### config.mk
export PLATFORM = sky130hd
export DESIGN_NAME = clock_set_controller
export DESIGN_NICKNAME = d
export VERILOG_FILES = /design/src/rtl/clock_ctrl_pkg.sv /design/src/rtl/bcd_time_add.sv /design/src/rtl/clock_set_controller.sv
export SDC_FILE = /design/constraint.sdc
export NUM_CORES = 1
export LEC_CHECK = 0
export BUFFER_PORTS_ARGS = -buffer_cell sky130_fd_sc_hd__buf_2
export CORE_MARGIN = 2
export CORE_UTILIZATION = 60
export DETAILED_ROUTE_END_ITERATION = 16
export PLACE_DENSITY = 0.81
export SLEW_MARGIN = 40
export SYNTH_ARGS = -nofsm -noshare
export SYNTH_HDL_FRONTEND = slang
export SYNTH_HIERARCHICAL = 1
export SYNTH_SLANG_ARGS = --single-unit
### constraint.sdc
create_clock -name clk_i -period 6.13 [get_ports clk_i]
set_input_delay 1.226 -clock clk_i [delete_from_list [all_inputs] [get_ports clk_i]]
set_output_delay 1.226 -clock clk_i [all_outputs]
set_load 0.01 [all_outputs]
### src/rtl/clock_ctrl_pkg.sv
// Shared encodings for the clock-setting sequencer: FSM states, blink-field
// codes, BCD limits and the BCD hours increment helper.
package clock_ctrl_pkg;

  typedef enum logic [2:0] {
    S_IDLE, S_T_HR, S_T_MIN, S_A_HR, S_A_MIN, S_COMMIT_T, S_COMMIT_A, S_SNOOZE
  } state_t;

  localparam logic [1:0] FLD_NONE = 2'd0;
  localparam logic [1:0] FLD_HR   = 2'd1;
  localparam logic [1:0] FLD_MIN  = 2'd2;

  localparam int HR_MAX  = 23;
  localparam int MIN_MAX = 59;
  localparam logic [5:0] HR_MAX_BCD = {2'(HR_MAX / 10), 4'(HR_MAX % 10)};

  localparam logic STROBE_OFF = 1'b1;

  // hh = {tens[1:0], units[3:0]}; 23 wraps to 00
  function automatic logic [5:0] bcd_hr_inc(input logic [5:0] hh);
    if (hh == HR_MAX_BCD) return 6'h00;
    if (hh[3:0] == 4'd9)  return {hh[5:4] + 2'd1, 4'd0};
    return {hh[5:4], hh[3:0] + 4'd1};
  endfunction

endpackage

### src/rtl/bcd_time_add.sv
// Adds a 0..59 minute offset to a BCD HH:MM; the minute carry into hours
// (with 24h wrap) is applied only when cen_i is high.
module bcd_time_add
  import clock_ctrl_pkg::*;
(
  input  logic [1:0] h1_i,
  input  logic [3:0] h2_i,
  input  logic [3:0] m1_i,
  input  logic [3:0] m2_i,
  input  logic [5:0] off_i,
  input  logic       cen_i,
  output logic [1:0] h1_o,
  output logic [3:0] h2_o,
  output logic [3:0] m1_o,
  output logic [3:0] m2_o
);

  logic [6:0] w_min;
  logic [5:0] w_hr;
  logic       w_wrap;
  logic [2:0] w_mt;

  always_comb begin
    w_min  = 7'(m1_i) * 7'd10 + 7'(m2_i) + 7'(off_i);
    w_wrap = (w_min > 7'(MIN_MAX));
    if (w_wrap) w_min = w_min - 7'(MIN_MAX + 1);
    w_hr = 6'(h1_i) * 6'd10 + 6'(h2_i) + 6'(w_wrap & cen_i);
    if (w_hr > 6'(HR_MAX)) w_hr = w_hr - 6'(HR_MAX + 1);
    w_mt = '0;
    for (int k = 1; k < 6; k++)
      if (w_min >= 7'(k * 10)) w_mt = 3'(k);
    m1_o = {1'b0, w_mt};
    m2_o = 4'(w_min - 7'(w_mt) * 7'd10);
    h1_o = (w_hr >= 6'd20) ? 2'd2 : (w_hr >= 6'd10) ? 2'd1 : 2'd0;
    h2_o = 4'(w_hr - 6'(h1_o) * 6'd10);
  end

endmodule

### src/rtl/clock_set_controller.sv
// Button-driven time/alarm editor for the DigitalClock core.
// Optional snooze on mode-while-ringing: define CLOCK_SET_SNOOZE_EN.
module clock_set_controller
  import clock_ctrl_pkg::*;
#(
  parameter int TIMEOUT_CYCLES = 60
`ifdef CLOCK_SET_SNOOZE_EN
  , parameter int SNOOZE_MIN = 5
`endif
) (
  input  logic       clk_i,
  input  logic       reset_n_i,
  input  logic       mode_btn_i,
  input  logic       inc_btn_i,
  input  logic       ok_btn_i,
  input  logic [1:0] cur_h1_i,
  input  logic [3:0] cur_h2_i,
  input  logic [3:0] cur_m1_i,
  input  logic [3:0] cur_m2_i,
  input  logic       alarm_i,
  output logic [1:0] set_h1_o,
  output logic [3:0] set_h2_o,
  output logic [3:0] set_m1_o,
  output logic [3:0] set_m2_o,
  output logic       load_time_n_o,
  output logic       load_alarm_n_o,
  output logic       stop_alarm_n_o,
  output logic       alarm_on_n_o,
  output logic       editing_o,
  output logic [1:0] field_o
);

  state_t      r_state, w_state_nx;
  logic [13:0] r_edit, w_edit_nx, r_alarm, w_alarm_nx, w_cur, w_min_inc;
  logic [15:0] r_cnt, w_cnt_nx;
  logic        r_alarm_on_n, w_alarm_on_nx, r_stop_n, w_stop_nx;
  logic        w_ok, w_mode, w_inc, w_is_hr, w_is_min;

  assign w_cur = {cur_h1_i, cur_h2_i, cur_m1_i, cur_m2_i};

  // Minute increment: carry suppressed so hours pass through untouched.
  bcd_time_add u_min_inc (
    .h1_i(r_edit[13:12]), .h2_i(r_edit[11:8]), .m1_i(r_edit[7:4]), .m2_i(r_edit[3:0]),
    .off_i(6'd1), .cen_i(1'b0),
    .h1_o(w_min_inc[13:12]), .h2_o(w_min_inc[11:8]), .m1_o(w_min_inc[7:4]), .m2_o(w_min_inc[3:0])
  );

`ifdef CLOCK_SET_SNOOZE_EN
  logic [13:0] w_snz;
  bcd_time_add u_snooze (
    .h1_i(cur_h1_i), .h2_i(cur_h2_i), .m1_i(cur_m1_i), .m2_i(cur_m2_i),
    .off_i(6'(SNOOZE_MIN)), .cen_i(1'b1),
    .h1_o(w_snz[13:12]), .h2_o(w_snz[11:8]), .m1_o(w_snz[7:4]), .m2_o(w_snz[3:0])
  );
`endif

  assign w_is_hr  = (r_state == S_T_HR)  || (r_state == S_A_HR);
  assign w_is_min = (r_state == S_T_MIN) || (r_state == S_A_MIN);

  always_comb begin
    w_ok          = ok_btn_i;
    w_mode        = mode_btn_i & ~ok_btn_i;
    w_inc         = inc_btn_i & ~ok_btn_i & ~mode_btn_i;
    w_state_nx    = r_state;
    w_edit_nx     = r_edit;
    w_alarm_nx    = r_alarm;
    w_cnt_nx      = '0;
    w_alarm_on_nx = r_alarm_on_n;
    w_stop_nx     = STROBE_OFF;
    case (r_state)
      S_IDLE: begin
        if (w_ok) w_stop_nx = ~alarm_i;
`ifdef CLOCK_SET_SNOOZE_EN
        else if (w_mode && alarm_i) begin
          w_stop_nx  = 1'b0;
          w_edit_nx  = w_snz;
          w_state_nx = S_SNOOZE;
        end
`endif
        else if (w_mode) begin
          w_edit_nx  = w_cur;
          w_state_nx = S_T_HR;
        end
        else if (w_inc) w_alarm_on_nx = ~r_alarm_on_n;
      end
      S_T_HR, S_T_MIN, S_A_HR, S_A_MIN: begin
        if (w_ok)
          w_state_nx = (r_state == S_T_HR || r_state == S_T_MIN) ? S_COMMIT_T : S_COMMIT_A;
        else if (w_mode) begin
          case (r_state)
            S_T_HR:  w_state_nx = S_T_MIN;
            S_T_MIN: begin
              w_edit_nx  = r_alarm;
              w_state_nx = S_A_HR;
            end
            S_A_HR:  w_state_nx = S_A_MIN;
            default: w_state_nx = S_IDLE;
          endcase
        end
        else if (w_inc)
          w_edit_nx = w_is_hr ? {bcd_hr_inc(r_edit[13:8]), r_edit[7:0]} : w_min_inc;
        else if (r_cnt == 16'(TIMEOUT_CYCLES - 1)) w_state_nx = S_IDLE;
        else w_cnt_nx = r_cnt + 16'd1;
      end
      S_COMMIT_A: begin
        w_alarm_nx = r_edit;
        w_state_nx = S_IDLE;
      end
      S_SNOOZE: w_state_nx = S_COMMIT_A;
      default:  w_state_nx = S_IDLE;
    endcase
  end

  always_ff @(posedge clk_i or negedge reset_n_i) begin
    if (!reset_n_i) begin
      r_state      <= S_IDLE;
      r_edit       <= '0;
      r_alarm      <= '0;
      r_cnt        <= '0;
      r_alarm_on_n <= STROBE_OFF;
      r_stop_n     <= STROBE_OFF;
    end else begin
      r_state      <= w_state_nx;
      r_edit       <= w_edit_nx;
      r_alarm      <= w_alarm_nx;
      r_cnt        <= w_cnt_nx;
      r_alarm_on_n <= w_alarm_on_nx;
      r_stop_n     <= w_stop_nx;
    end
  end

  assign {set_h1_o, set_h2_o, set_m1_o, set_m2_o} = r_edit;
  assign load_time_n_o  = (r_state != S_COMMIT_T);
  assign load_alarm_n_o = (r_state != S_COMMIT_A);
  assign stop_alarm_n_o = r_stop_n;
  assign alarm_on_n_o   = r_alarm_on_n;
  assign field_o        = w_is_hr ? FLD_HR : w_is_min ? FLD_MIN : FLD_NONE;
  assign editing_o      = (field_o != FLD_NONE);

endmodule

Word-level counts from Yosys, hierarchy flattened --
Cells that the tools add are included.
Word-level totals: register bits after elaboration 49, output and inout bits 21
Operators by class: add/sub/neg operators 10, multiply operators 4, order comparisons 9, equal/unequal tests 20, mux-type cells 50, bitwise logic cells 8, reduce and logical (&&, ||, !) cells 12
Operators with widths (number):
- $mux 14 | 7
- $mux 16 | 5
- $mux 6 | 5
- $pmux 14 s2 | 1
- $mux 3 | 8
- $pmux 3 s3 | 2
- $add 16x1->16 const B | 1
- $eq 16x6->1 const B | 1
- $mux 1 | 15
- $ne 3x3->1 const B | 5
- $ge 7x5->1 const B | 2
- $ge 7x6->1 const B | 2
- $reduce_and 7->1 | 2
- $mux 2 | 6
- $eq 3x3->1 const B | 3
- $ne 4x4->1 const B | 2
- $reduce_and 4->1 | 2
- $sub 4x4->4 | 2
- $add 7x1->7 const B | 1
- $add 7x4->7 | 1
- $ge 7x4->1 const B | 1
- $gt 7x6->1 const B | 1
- $mux 7 | 1
- $sub 7x6->7 const B | 1
- other kinds (24) | 36

Logic depth before layout (Yosys ltp) --
Gate-level depths: netlist (run 1).
depth in word-level cells 19, gate-level depth with buffers 36, depth with buffers taken out 36

Modules after synthesis --
The synthesis (run 1) kept the hierarchy.
Modules (own cells, without submodules):
- clock_set_controller | times used 1, cells each 277, area each 2661.3 um^2
- bcd_time_add | times used 1, cells each 163, area each 1327.5 um^2

Least setup slack after synthesis (run 1) --
No wires, ideal clock.
path type reg2reg, start register r_edit[4], end register r_edit[3], data arrival time 5.192 ns, required time 6.035 ns, slack 0.842 ns, stages on the path, launching flop included 23, clock period less this slack 5.288 ns, cell sequence dfrtp_1 ha_1 inv_1 fa_1 inv_1 ha_1 xor2_1 inv_1 ha_1 a311oi_1 a32o_2 a32oi_1 a221o_1 and3_1 o22ai_1 ha_1 inv_1 fa_1 xnor2_1 a211o_1 o22ai_1 a221oi_1 o31ai_1
Between the ends: longest elaborated chain between the ends 18
Ends and longest elaborated chain:
- from (decl) | RTL line clock_set_controller.sv:34 | logic [13:0] r_edit, w_edit_nx, r_alarm, w_alarm_nx, w_cur, w_min_inc;
- from (signal assigned) | RTL line clock_set_controller.sv:124 | r_edit <= w_edit_nx;
- $mul 4x3->6 * | RTL line bcd_time_add.sv:24 | w_min = 7'(m1_i) * 7'd10 + 7'(m2_i) + 7'(off_i);
- $add 7x4->7 * | RTL line bcd_time_add.sv:24
- $add 7x1->7 * | RTL line bcd_time_add.sv:24
- $sub 7x6->7 / $gt 7x6->1 (equally long branches) | RTL line bcd_time_add.sv:26, bcd_time_add.sv:25
- $mux 7 * | RTL line bcd_time_add.sv:26 | if (w_wrap) w_min = w_min - 7'(MIN_MAX + 1);
- $ge 7x4->1 | RTL line bcd_time_add.sv:31 | if (w_min >= 7'(k * 10)) w_mt = 3'(k);
- $mux 1 | RTL line bcd_time_add.sv:31
- $mux 2 (2 in series) | RTL line bcd_time_add.sv:31
- [2 not listed]
- named net w_min_inc[4] | RTL line clock_set_controller.sv:34
- $mul 3x3->3 * | RTL line bcd_time_add.sv:33 | m2_o = 4'(w_min - 7'(w_mt) * 7'd10);
- $sub 4x4->4 * | RTL line bcd_time_add.sv:33
- named net w_min_inc[3] | RTL line clock_set_controller.sv:34
- $mux 14 * | RTL line clock_set_controller.sv:101 | w_edit_nx = w_is_hr ? {bcd_hr_inc(r_edit[13:8]), r_edit[7:0]} : w_min_inc;
- $mux 14 * | RTL line clock_set_controller.sv:100 | else if (w_inc)
- $mux 14 * | RTL line clock_set_controller.sv:89 | else if (w_mode) begin
- $mux 14 * | RTL line clock_set_controller.sv:87 | if (w_ok)
- $pmux 14 s2 * | RTL line clock_set_controller.sv:70 | case (r_state)
Mark *: on every way through the listed nets, which the timed path passes. The rest lies on a longest branch. The select of a mux whose other input is x is not followed. A chain may end at the register's enable or synchronous reset.

Worst setup path after layout (run 1) --
start register r_edit[6], end register r_edit[3]
The elaborated chain is that of the path after synthesis.

==> key figures, run 1 <==
Run status
  • Status: complete, no violations

Floorplan
  • Die Height: approximately 86 um
  • Floorplan row count: 29
  • Die area: about 0.0073 sq mm
  • Initial Utilization: between 60% and 70%
  • I/O pin cnt: between 40 and 50
  • Chip Width: approximately 86 um
  • Core area: roughly 0.0064 sq mm

STA
  • Worst slew pin tran: about 740 ps
  • Fin crit share: 92.3%
  • Relative slew slack: 50.5%
  • Pins Over Slew Limit: 0
  • Fmax: about 0.18 GHz
  • Setup tns final: 0 ps
  • RSZ-0062 raised after global routing: no
  • Final Hold Viols: 0
  • Post-layout minimum cycle time: 5660 ps
  • Skew final: between 5 and 6 ps
  • Setup-failing EPs final: 0

Finish
  • Net count, final: between 500 and 600
  • Area Overhead vs Synth: 8.47%
  • Layout cells sized above 1: a little under a fifth
  • N_diodes: 0

Place
  • Placer congestion estimate: between 0.9 and 1
  • Buffers on Ports: 40
  • HPWL Detailed: about 6.7 mm

Hold path
  • Worst Hold Launch: r_cnt[0]
  • HP Class: reg2reg
  • WHS Path Cells: 1

Setup path
  • WP depth: 22
  • CP Cell Sequence: ha_1 > inv_1 > fa_1 > inv_1 > ha_1 > xor2_2 > inv_1 > ha_1 > a311oi_2 > a21oi_1 > a211oi_4 > o311ai_1 > and3_1 > o22ai_1 > ha_1 > inv_1 > fa_1 > xnor2_1 > a211o_1 > o22ai_1 > a221oi_1 > o31ai_1
  • Reg2Reg Depth: 22
  • Worst setup SP type: flop
  • CP bufs+invs: 4
  • Cell family with most CP delay: compound AO/OA/AOI/OAI gates
  • Worst endpoint required time: around 6300 ps
  • Crit path kind: reg2reg
  • CP startpoint: r_edit[6]
  • Slowest stage delay, CP: approximately 470 ps
  • CP Capture Type: flop
  • RR Startpoint: r_edit[6]
  • Slowest library cell on the worst path: fa_1
  • Crit path max fanout: 7
  • CP arrival: 5870 ps

Clock network
  • TritonCTS Buffers: 5
  • H-tree depth: 2
  • Root Buffer: clkbuf_8
  • Sink Count: a little under 50
  • Clock Path Buffers: 2
  • TritonCTS clock tree: yes
  • Hold Buf Count CTS: 0
  • Worst skew pair latency: ~300 ps
  • Clk slew on worst S/H paths: 90 ps

Synthesis
  • Synth warn: 6
  • Synthesized area: approximately 0.0040 sq mm
  • Mapped Cells: 440
  • Distinct cells, synth: 80
  • Number of flops mapped to enable cells by yosys: 0
  • Synth Flop Type: dfrtp_1
  • Post-Syn Area per Cell: a little over 9 sq um
  • Async set-reset flop share out of synthesis: 100%
  • Sequential fraction of the synthesis area: a little under a third
  • Yosys reg bits: 49

Detailed routing
  • Antenna-violating nets left: 0
  • Wirelength per Cell: about 16 um
  • Drt first pass iters: 6
  • Via count: ~3400
  • 1st-iter DRT viols: between 150 and 200
  • Vias/cell: 6.09
  • Metal1 wirelength: approximately 4.1 mm
  • DR top layer: met4
  • Final WL: between 9 and 10 mm
  • Met2 WL post-DR: roughly 4.4 mm
  • WL met3: 422 um
  • Number of remaining DRC errors: 0

Global route
  • Remaining Overflow, GRT: 0
  • Overall Global Routing Usage: a little over a quarter
  • Antenna violations before repair: 0
  • Largest net degree at the start of global routing: 50
  • Vias in the first global route: 3288
  • Global-route wire length before repair: around 16 mm

Flow run
  • Maxcap violations: 0
[per-layer routing]
layer	GRT usage, %	vias to the layer above
met5	0	-
li1	-	1648
met3	3.46	7
met4	5.92	0
met2	44.3	88
met1	36.3	1632
[final cells by class]
cell class / instances / area [sq um]
Tap cell: 77 / 96.3
Multi-Input combinational cell: 343 / 2560
Sequential cell: 49 / 1230
Timing Repair Buffer: 43 / 225
Fill cell: 514 / 2060
Inverter: 34 / 128
Clock buffer: 8 / 90.1
[cell families (layout without fill, tap and decap cells)]
group	after synthesis	in the layout	synth area share [%]
simple gates	154	154	19.5
other cells	3	8	0.282
compound gates	101	101	20.2
buf+inv	53	85	5.90
fa+ha+maj	32	32	11.5
flops	49	49	30.8
xor+xnor	30	30	6.78
mux	18	18	4.99
[synthesized netlist by cell type (all sizes together), types with 3 or more instances]
master | count | area (sq um)
fa | 8 | 160
and4 | 4 | 37.5
nor2b | 4 | 25.0
o311ai | 3 | 26.3
nor3 | 11 | 55.1
conb | 3 | 11.3
a221o | 3 | 30.0
nand3b | 3 | 22.5
inv | 34 | 128
o211ai | 3 | 22.5
a21o | 3 | 22.5
dfrtp | 47 | 1180
and3 | 7 | 43.8
nand3 | 14 | 70.1
nor4 | 4 | 25.0
a311oi | 3 | 32.5
a31oi | 3 | 18.8
xnor2 | 18 | 165
o22ai | 4 | 25.0
or3 | 3 | 23.8
xor2 | 12 | 105
nand2 | 31 | 124
nor2 | 51 | 194
clkbuf | 7 | 26.3
or2 | 3 | 21.3
a211oi | 8 | 72.6
mux2 | 15 | 169
o31ai | 11 | 87.6
ha | 24 | 300
buf | 12 | 81.3
a21oi | 13 | 72.6
nand2b | 10 | 62.6
a221oi | 9 | 78.8
mux2i | 3 | 30.0
o21ai | 15 | 78.8
[cell usage in the layout, fill, tap and decap left out, types with 9 or more instances in the layout]
| cell type | count |
|---|---|
| nor3_1 | 11 |
| ha_1 | 24 |
| nor2_1 | 50 |
| a21oi_1 | 11 |
| inv_1 | 32 |
| a221oi_1 | 9 |
| nand3_1 | 14 |
| mux2_2 | 15 |
| buf_2 | 39 |
| nand2b_1 | 10 |
| o21ai_0 | 13 |
| o31ai_1 | 10 |
| dfrtp_1 | 47 |
| nand2_1 | 30 |
| xnor2_1 | 17 |
| xor2_1 | 11 |
[sequential cells by signal (all words and copies together), names as in the netlist]
register and count:
alarm_on_n_o 1, r_alarm 14, r_cnt 16, r_edit 14, r_state 3, stop_alarm_n_o 1
[worst paths after layout]
kind / end / slack [ps]
max reg2reg: r_edit[3] / 470
min in group asynchronous: r_alarm[9] / 920
min reg2reg: r_cnt[0] / 450
min: r_cnt[0] / 450
max: r_edit[3] / 470
max in group asynchronous: r_cnt[10] / 4790
[per-stage QoR]
step                instance area (sq um)  setup WS (ps)  util (%)  hold slack (ps)  instances
detailed placement                   4220            282      66.1              442        546
floorplan                            4010            842         -              425        445
CTS                                  4310            260      67.5              456        554
global placement                     4220            571      66.1              446        546
global route                         4330            160      67.8              479        554
finish                               4330            470      67.8              453        554
[timing repair]
item	in CTS	in global routing
setup buffers	0	0
gates resized for setup	0	2
endpoints found under the setup margin	0	1
Power of run 1 is not shown: default switching activity piles up to over one toggle a cycle in this logic, so the estimate is an artifact.
==> run 2, diff against run 1 <==
- clock period: 6.13 -> 6.3 ns (I/O delays scaled with it)
==> key figures, run 2 (synthesized netlist as in run 1, its figures left out) <==
Global route
  • Vias in the first global route: 3288 (unchanged)
  • Antenna violations before repair: 0 (unchanged)
  • Remaining Overflow, GRT: 0 (unchanged)
  • Largest net degree at the start of global routing: 50 (unchanged)
  • Overall Global Routing Usage: 26.3% (unchanged)
  • Global-route wire length before repair: 15.6 mm (unchanged)

Detailed routing
  • Via count: 3377 (+0.059%)
  • Number of remaining DRC errors: 0 (unchanged)
  • Antenna-violating nets left: 0 (unchanged)
  • Wirelength per Cell: 16.4 um (+0.15%)
  • Final WL: 9.11 mm (+0.15%)
  • 1st-iter DRT viols: 166 (-3.5%)
  • Vias/cell: 6.10 (about the same)
  • Drt first pass iters: 5 (-1)

Finish
  • Largest register FFs: 16 (unchanged)
  • Layout cells sized above 1: 18.2% (-0.21 points)
  • Reg with most FFs: r_cnt
  • Fillers: 517 (+0.58%)
  • Net count, final: 528 (unchanged)
  • Largest registers: r_cnt: 16 flops, r_alarm: 14 flops, r_edit: 14 flops
  • Most frequent cells in the layout: nor2_1 (50), dfrtp_1 (47), buf_2 (39)
  • Area Overhead vs Synth: 8.28%
  • Utilization after layout: 67.6% (-0.12 points)
  • Most common cell after layout, fill and taps aside: nor2_1
  • Final Cell Area: 0.00432 sq mm (-0.17%)
  • N_diodes: 0 (unchanged)

Hold path
  • HP Class: reg2reg

Setup path
  • Slowest library cell on the worst path: fa_1
  • CP Cell Sequence: ha_1 > inv_1 > fa_1 > inv_1 > ha_1 > xor2_1 > inv_1 > ha_1 > a311oi_2 > a21oi_1 > a211oi_4 > o311ai_1 > and3_1 > o22ai_1 > ha_1 > inv_1 > fa_1 > xnor2_1 > a211o_1 > o22ai_1 > a221oi_1 > o31ai_1
  • FF-to-FF setup slack: 520 ps (+50 ps)
  • Worst setup SP type: flop
  • CP Capture Type: flop
  • CP arrival: 5950 ps (+80 ps)
  • Worst endpoint required time: 6470 ps (+130 ps)
  • Slowest stage delay, CP: 470 ps (about the same)
  • Crit path kind: reg2reg
  • Crit path max fanout: 7 (unchanged)

STA
  • Worst setup margin: 517 ps (+46.8 ps)
  • RSZ-0062 raised after global routing: no
  • Pins Over Slew Limit: 0 (unchanged)
  • Setup-failing EPs final: 0 (unchanged)
  • Skew final: 4.73 ps (-0.519 ps)
  • Final Hold Viols: 0 (unchanged)
  • Fmax: 0.173 GHz (-2.1%)
  • Fin crit share: 91.8% (-0.54 points)
  • Post-layout minimum cycle time: 5780 ps (+123 ps)
  • Relative slew slack: 52.2% (+1.7 points)
  • Worst slew pin tran: 715 ps (-25.7 ps)
  • Setup tns final: 0 ps (unchanged)

Place
  • HPWL Detailed: 6.71 mm (unchanged)
  • Placer congestion estimate: 0.910 (unchanged)
  • Place WS: 452 ps (+170 ps)
  • Buffers on Ports: 40 (unchanged)
  • Placed instance area: 0.00422 sq mm (unchanged)

Floorplan
  • Initial Utilization: 62.5% (unchanged)
  • I/O pin cnt: 41 (unchanged)
  • Die area: 0.00732 sq mm (unchanged)
  • Die Height: 85.5 um (unchanged)
  • Chip Width: 85.5 um (unchanged)
  • Floorplan row count: 29 (unchanged)
  • Core area: 0.00639 sq mm (unchanged)

Clock network
  • Hold Buf Count CTS: 0 (unchanged)
  • TritonCTS Buffers: 5 (unchanged)
  • TritonCTS clock tree: yes
  • H-tree depth: 2 (unchanged)
  • Sink Count: 49 (unchanged)
  • Clk slew on worst S/H paths: 90 ps (about the same)
  • Setup bufs post-CTS: 0 (unchanged)
  • Clock Path Buffers: 2 (unchanged)
  • Root Buffer: clkbuf_8
  • CTS resizes: 0 (unchanged)
  • Worst skew pair latency: 300 ps (about the same)

Run status
  • Status: complete, no violations

Flow run
  • Maxcap violations: 0 (unchanged)
-- run 2: path summary, 6_finish.rpt --
kind / start / to / cells past startpoint
max in group asynchronous: reset_n_i / r_edit[5] / 1
min: r_cnt[0] / r_cnt[0] / 1
max: r_edit[6] / r_edit[3] / 22
min reg2reg: r_cnt[0] / r_cnt[0] / 1
min in group asynchronous: reset_n_i / r_alarm[9] / 1
max reg2reg: r_edit[6] / r_edit[3] / 22
-- run 2: final cells by class --
type | count | area [sq um] | share of cell area [%]
Multi-Input combinational cell | 343 | 2550 | 59.1
Clock buffer | 8 | 90.1 | 2.09
Tap cell | 77 | 96.3 | 2.23
Timing Repair Buffer | 43 | 225 | 5.21
Sequential cell | 49 | 1230 | 28.4
Inverter | 34 | 128 | 2.95
-- run 2: metal layers --
layer | track usage (%) | part of all wire, % | vias to the layer above
met5 | 0 | 0 | -
met2 | 44.3 | 48 | 106
met4 | 5.92 | 1.1 | 0
li1 | - | - | 1645
met3 | 3.46 | 5.4 | 9
met1 | 36.3 | 45 | 1617
-- run 2: through the flow --
stage / hold WS, ps / std cells
global route: 479 / 554
detailed placement: 442 / 546
global placement: 446 / 546
finish: 453 / 554
CTS: 456 / 554
floorplan: 425 / 445
-- run 2: critical path, delay by kind of cell, from the launching register on --
kind                     cells  cell delay (ps)
adder cells (fa/ha/maj)      6             1960
AO/OA/AOI/OAI                9             1950
XOR/XNOR                     2              720
AND/OR/NAND/NOR              1              220
buffers and inverters        4              350
flip-flops                   1              450
Power of run 2 is left out for the same reason.
==> run 3, diff against run 2 <==
- CORE_MARGIN: 2 -> not set
==> key figures, run 3 (synthesized netlist as in run 1, its figures left out) <==
Setup path
  • Crit path kind: reg2reg
  • Crit path max fanout: 7 (unchanged)
  • CP Capture Type: flop
  • Worst endpoint required time: 6520 ps (+50 ps)
  • Worst setup SP type: flop
  • CP arrival: 6060 ps (+110 ps)
  • FF-to-FF setup slack: 450 ps (-60 ps)

STA
  • RSZ-0062 raised after global routing: no
  • Final Hold Viols: 0 (unchanged)
  • Setup-failing EPs final: 0 (unchanged)
  • Skew final: 14.2 ps (+9.43 ps)
  • Pins Over Slew Limit: 0 (unchanged)
  • Fin crit share: 92.8% (+1.0 points)
  • Post-layout minimum cycle time: 5850 ps (+63.0 ps)
  • Setup tns final: 0 ps (unchanged)
  • Worst slew pin tran: 672 ps (-42.4 ps)
  • Fmax: 0.171 GHz (-1.1%)
  • Relative slew slack: 55.1% (+2.8 points)

Finish
  • Reg with most FFs: r_cnt
  • Most common cell after layout, fill and taps aside: nor2_1
  • Most frequent cells in the layout: nor2_1 (50), dfrtp_1 (47), buf_2 (39)
  • Fillers: 516 (-0.19%)
  • Layout cells sized above 1: 18.2% (unchanged)
  • Largest registers: r_cnt: 16 flops, r_alarm: 14 flops, r_edit: 14 flops
  • Largest register FFs: 16 (unchanged)
  • N_diodes: 0 (unchanged)
  • Area Overhead vs Synth: 8.88%
  • Net count, final: 528 (unchanged)

Clock network
  • TritonCTS Buffers: 5 (unchanged)
  • TritonCTS clock tree: yes
  • Sink Count: 49 (unchanged)
  • Clock Path Buffers: 2 (unchanged)
  • Worst skew pair latency: 310 ps (about the same)
  • Hold Buf Count CTS: 0 (unchanged)
  • H-tree depth: 2 (unchanged)
  • CTS resizes: 0 (unchanged)
  • Clk slew on worst S/H paths: 80 ps (about the same)
  • Root Buffer: clkbuf_8
  • Setup bufs post-CTS: 0 (unchanged)

Detailed routing
  • Via count: 3394 (+0.50%)
  • Vias/cell: 6.13 (+0.50%)
  • Number of remaining DRC errors: 0 (unchanged)
  • Antenna-violating nets left: 0 (unchanged)
  • Wirelength per Cell: 16.2 um (-1.1%)
  • Final WL: 9.00 mm (-1.1%)
  • Drt first pass iters: 4 (-1)
  • 1st-iter DRT viols: 191 (+15%)

Run status
  • Status: complete, no violations

Flow run
  • Maxcap violations: 0 (unchanged)

Floorplan
  • I/O pin cnt: 41 (unchanged)
  • Core area: 0.00639 sq mm (unchanged)
  • Floorplan row count: 29 (unchanged)
  • Initial Utilization: 62.5% (unchanged)
  • Die Height: 83.5 um (-2.3%)
  • Chip Width: 83.5 um (-2.3%)
  • Die area: 0.00698 sq mm (-4.6%)

Global route
  • Vias in the first global route: 3261 (-0.82%)
  • Antenna violations before repair: 0 (unchanged)
  • Overall Global Routing Usage: 27.0% (+0.74 points)
  • Global-route wire length before repair: 15.2 mm (-2.7%)
  • Remaining Overflow, GRT: 0 (unchanged)
  • Largest net degree at the start of global routing: 50 (unchanged)

Hold path
  • HP Class: reg2reg

Place
  • Placer congestion estimate: 0.936 (+2.9%)
  • HPWL Detailed: 6.61 mm (-1.5%)
  • Buffers on Ports: 40 (unchanged)
==> run 3: routing by layer <==
metal  wire length, um  vias to the layer above  global-route usage (%)
met2              4440                       88                    46.1
met3               418                       10                    3.56
li1                  -                     1652                       -
met4               130                        0                    8.78
met5                 0                        -                       0
met1              4020                     1644                    35.8
==> run 3: worst paths after layout <==
| check | cells after the start | to | start |
|---|---|---|---|
| worst max register to register | 21 | r_edit[3] | r_edit[4] |
| worst max-delay path | 21 | r_edit[3] | r_edit[4] |
| max in group asynchronous | 1 | r_cnt[14] | reset_n_i |
| worst min-delay path | 1 | r_cnt[0] | r_cnt[0] |
| worst min register to register | 1 | r_cnt[0] | r_cnt[0] |
| min in group asynchronous | 1 | r_alarm[10] | reset_n_i |
==> run 3: metrics by stage <==
step           instances  hold WS (ps)  setup slack [ps]  utilization, %  cell area [sq um]
2_1_floorplan        445           425              1010               -               4010
3_3_place_gp         545           447               665            65.9               4210
3_5_place_dp         545           453               473            66.0               4210
4_1_cts              553           464               483            67.8               4330
5_1_grt              554           502              62.3            68.0               4340
6_report             554           469               454            68.0               4340
==> run 3: layout make-up <==
type / count / area, sq um / area share (%)
Multi-Input combinational cell: 343 / 2540 / 58.6
Sequential cell: 49 / 1230 / 28.3
Timing Repair Buffer: 43 / 229 / 5.27
Inverter: 34 / 128 / 2.94
Tap cell: 77 / 96.3 / 2.22
Clock buffer: 7 / 86.3 / 1.99
Clock inverter: 1 / 30.0 / 0.691
==> run 3: worst max-delay path, cell delays in order, from the launching register on <==
cell and delay, ps:
dfrtp_1 440, fa_1 570, ha_1 190, inv_1 60, fa_1 390, xor2_1 440, inv_1 200, ha_1 260
a311oi_1 500, a21oi_1 200, a211oi_4 410, o311ai_1 190, and3_1 220, o22ai_1 220, ha_1 190, inv_1 50
fa_1 370, xnor2_1 160, a211o_1 270, o22ai_1 140, a221oi_1 90, o31ai_1 200
Power of run 3 is left out for the same reason.
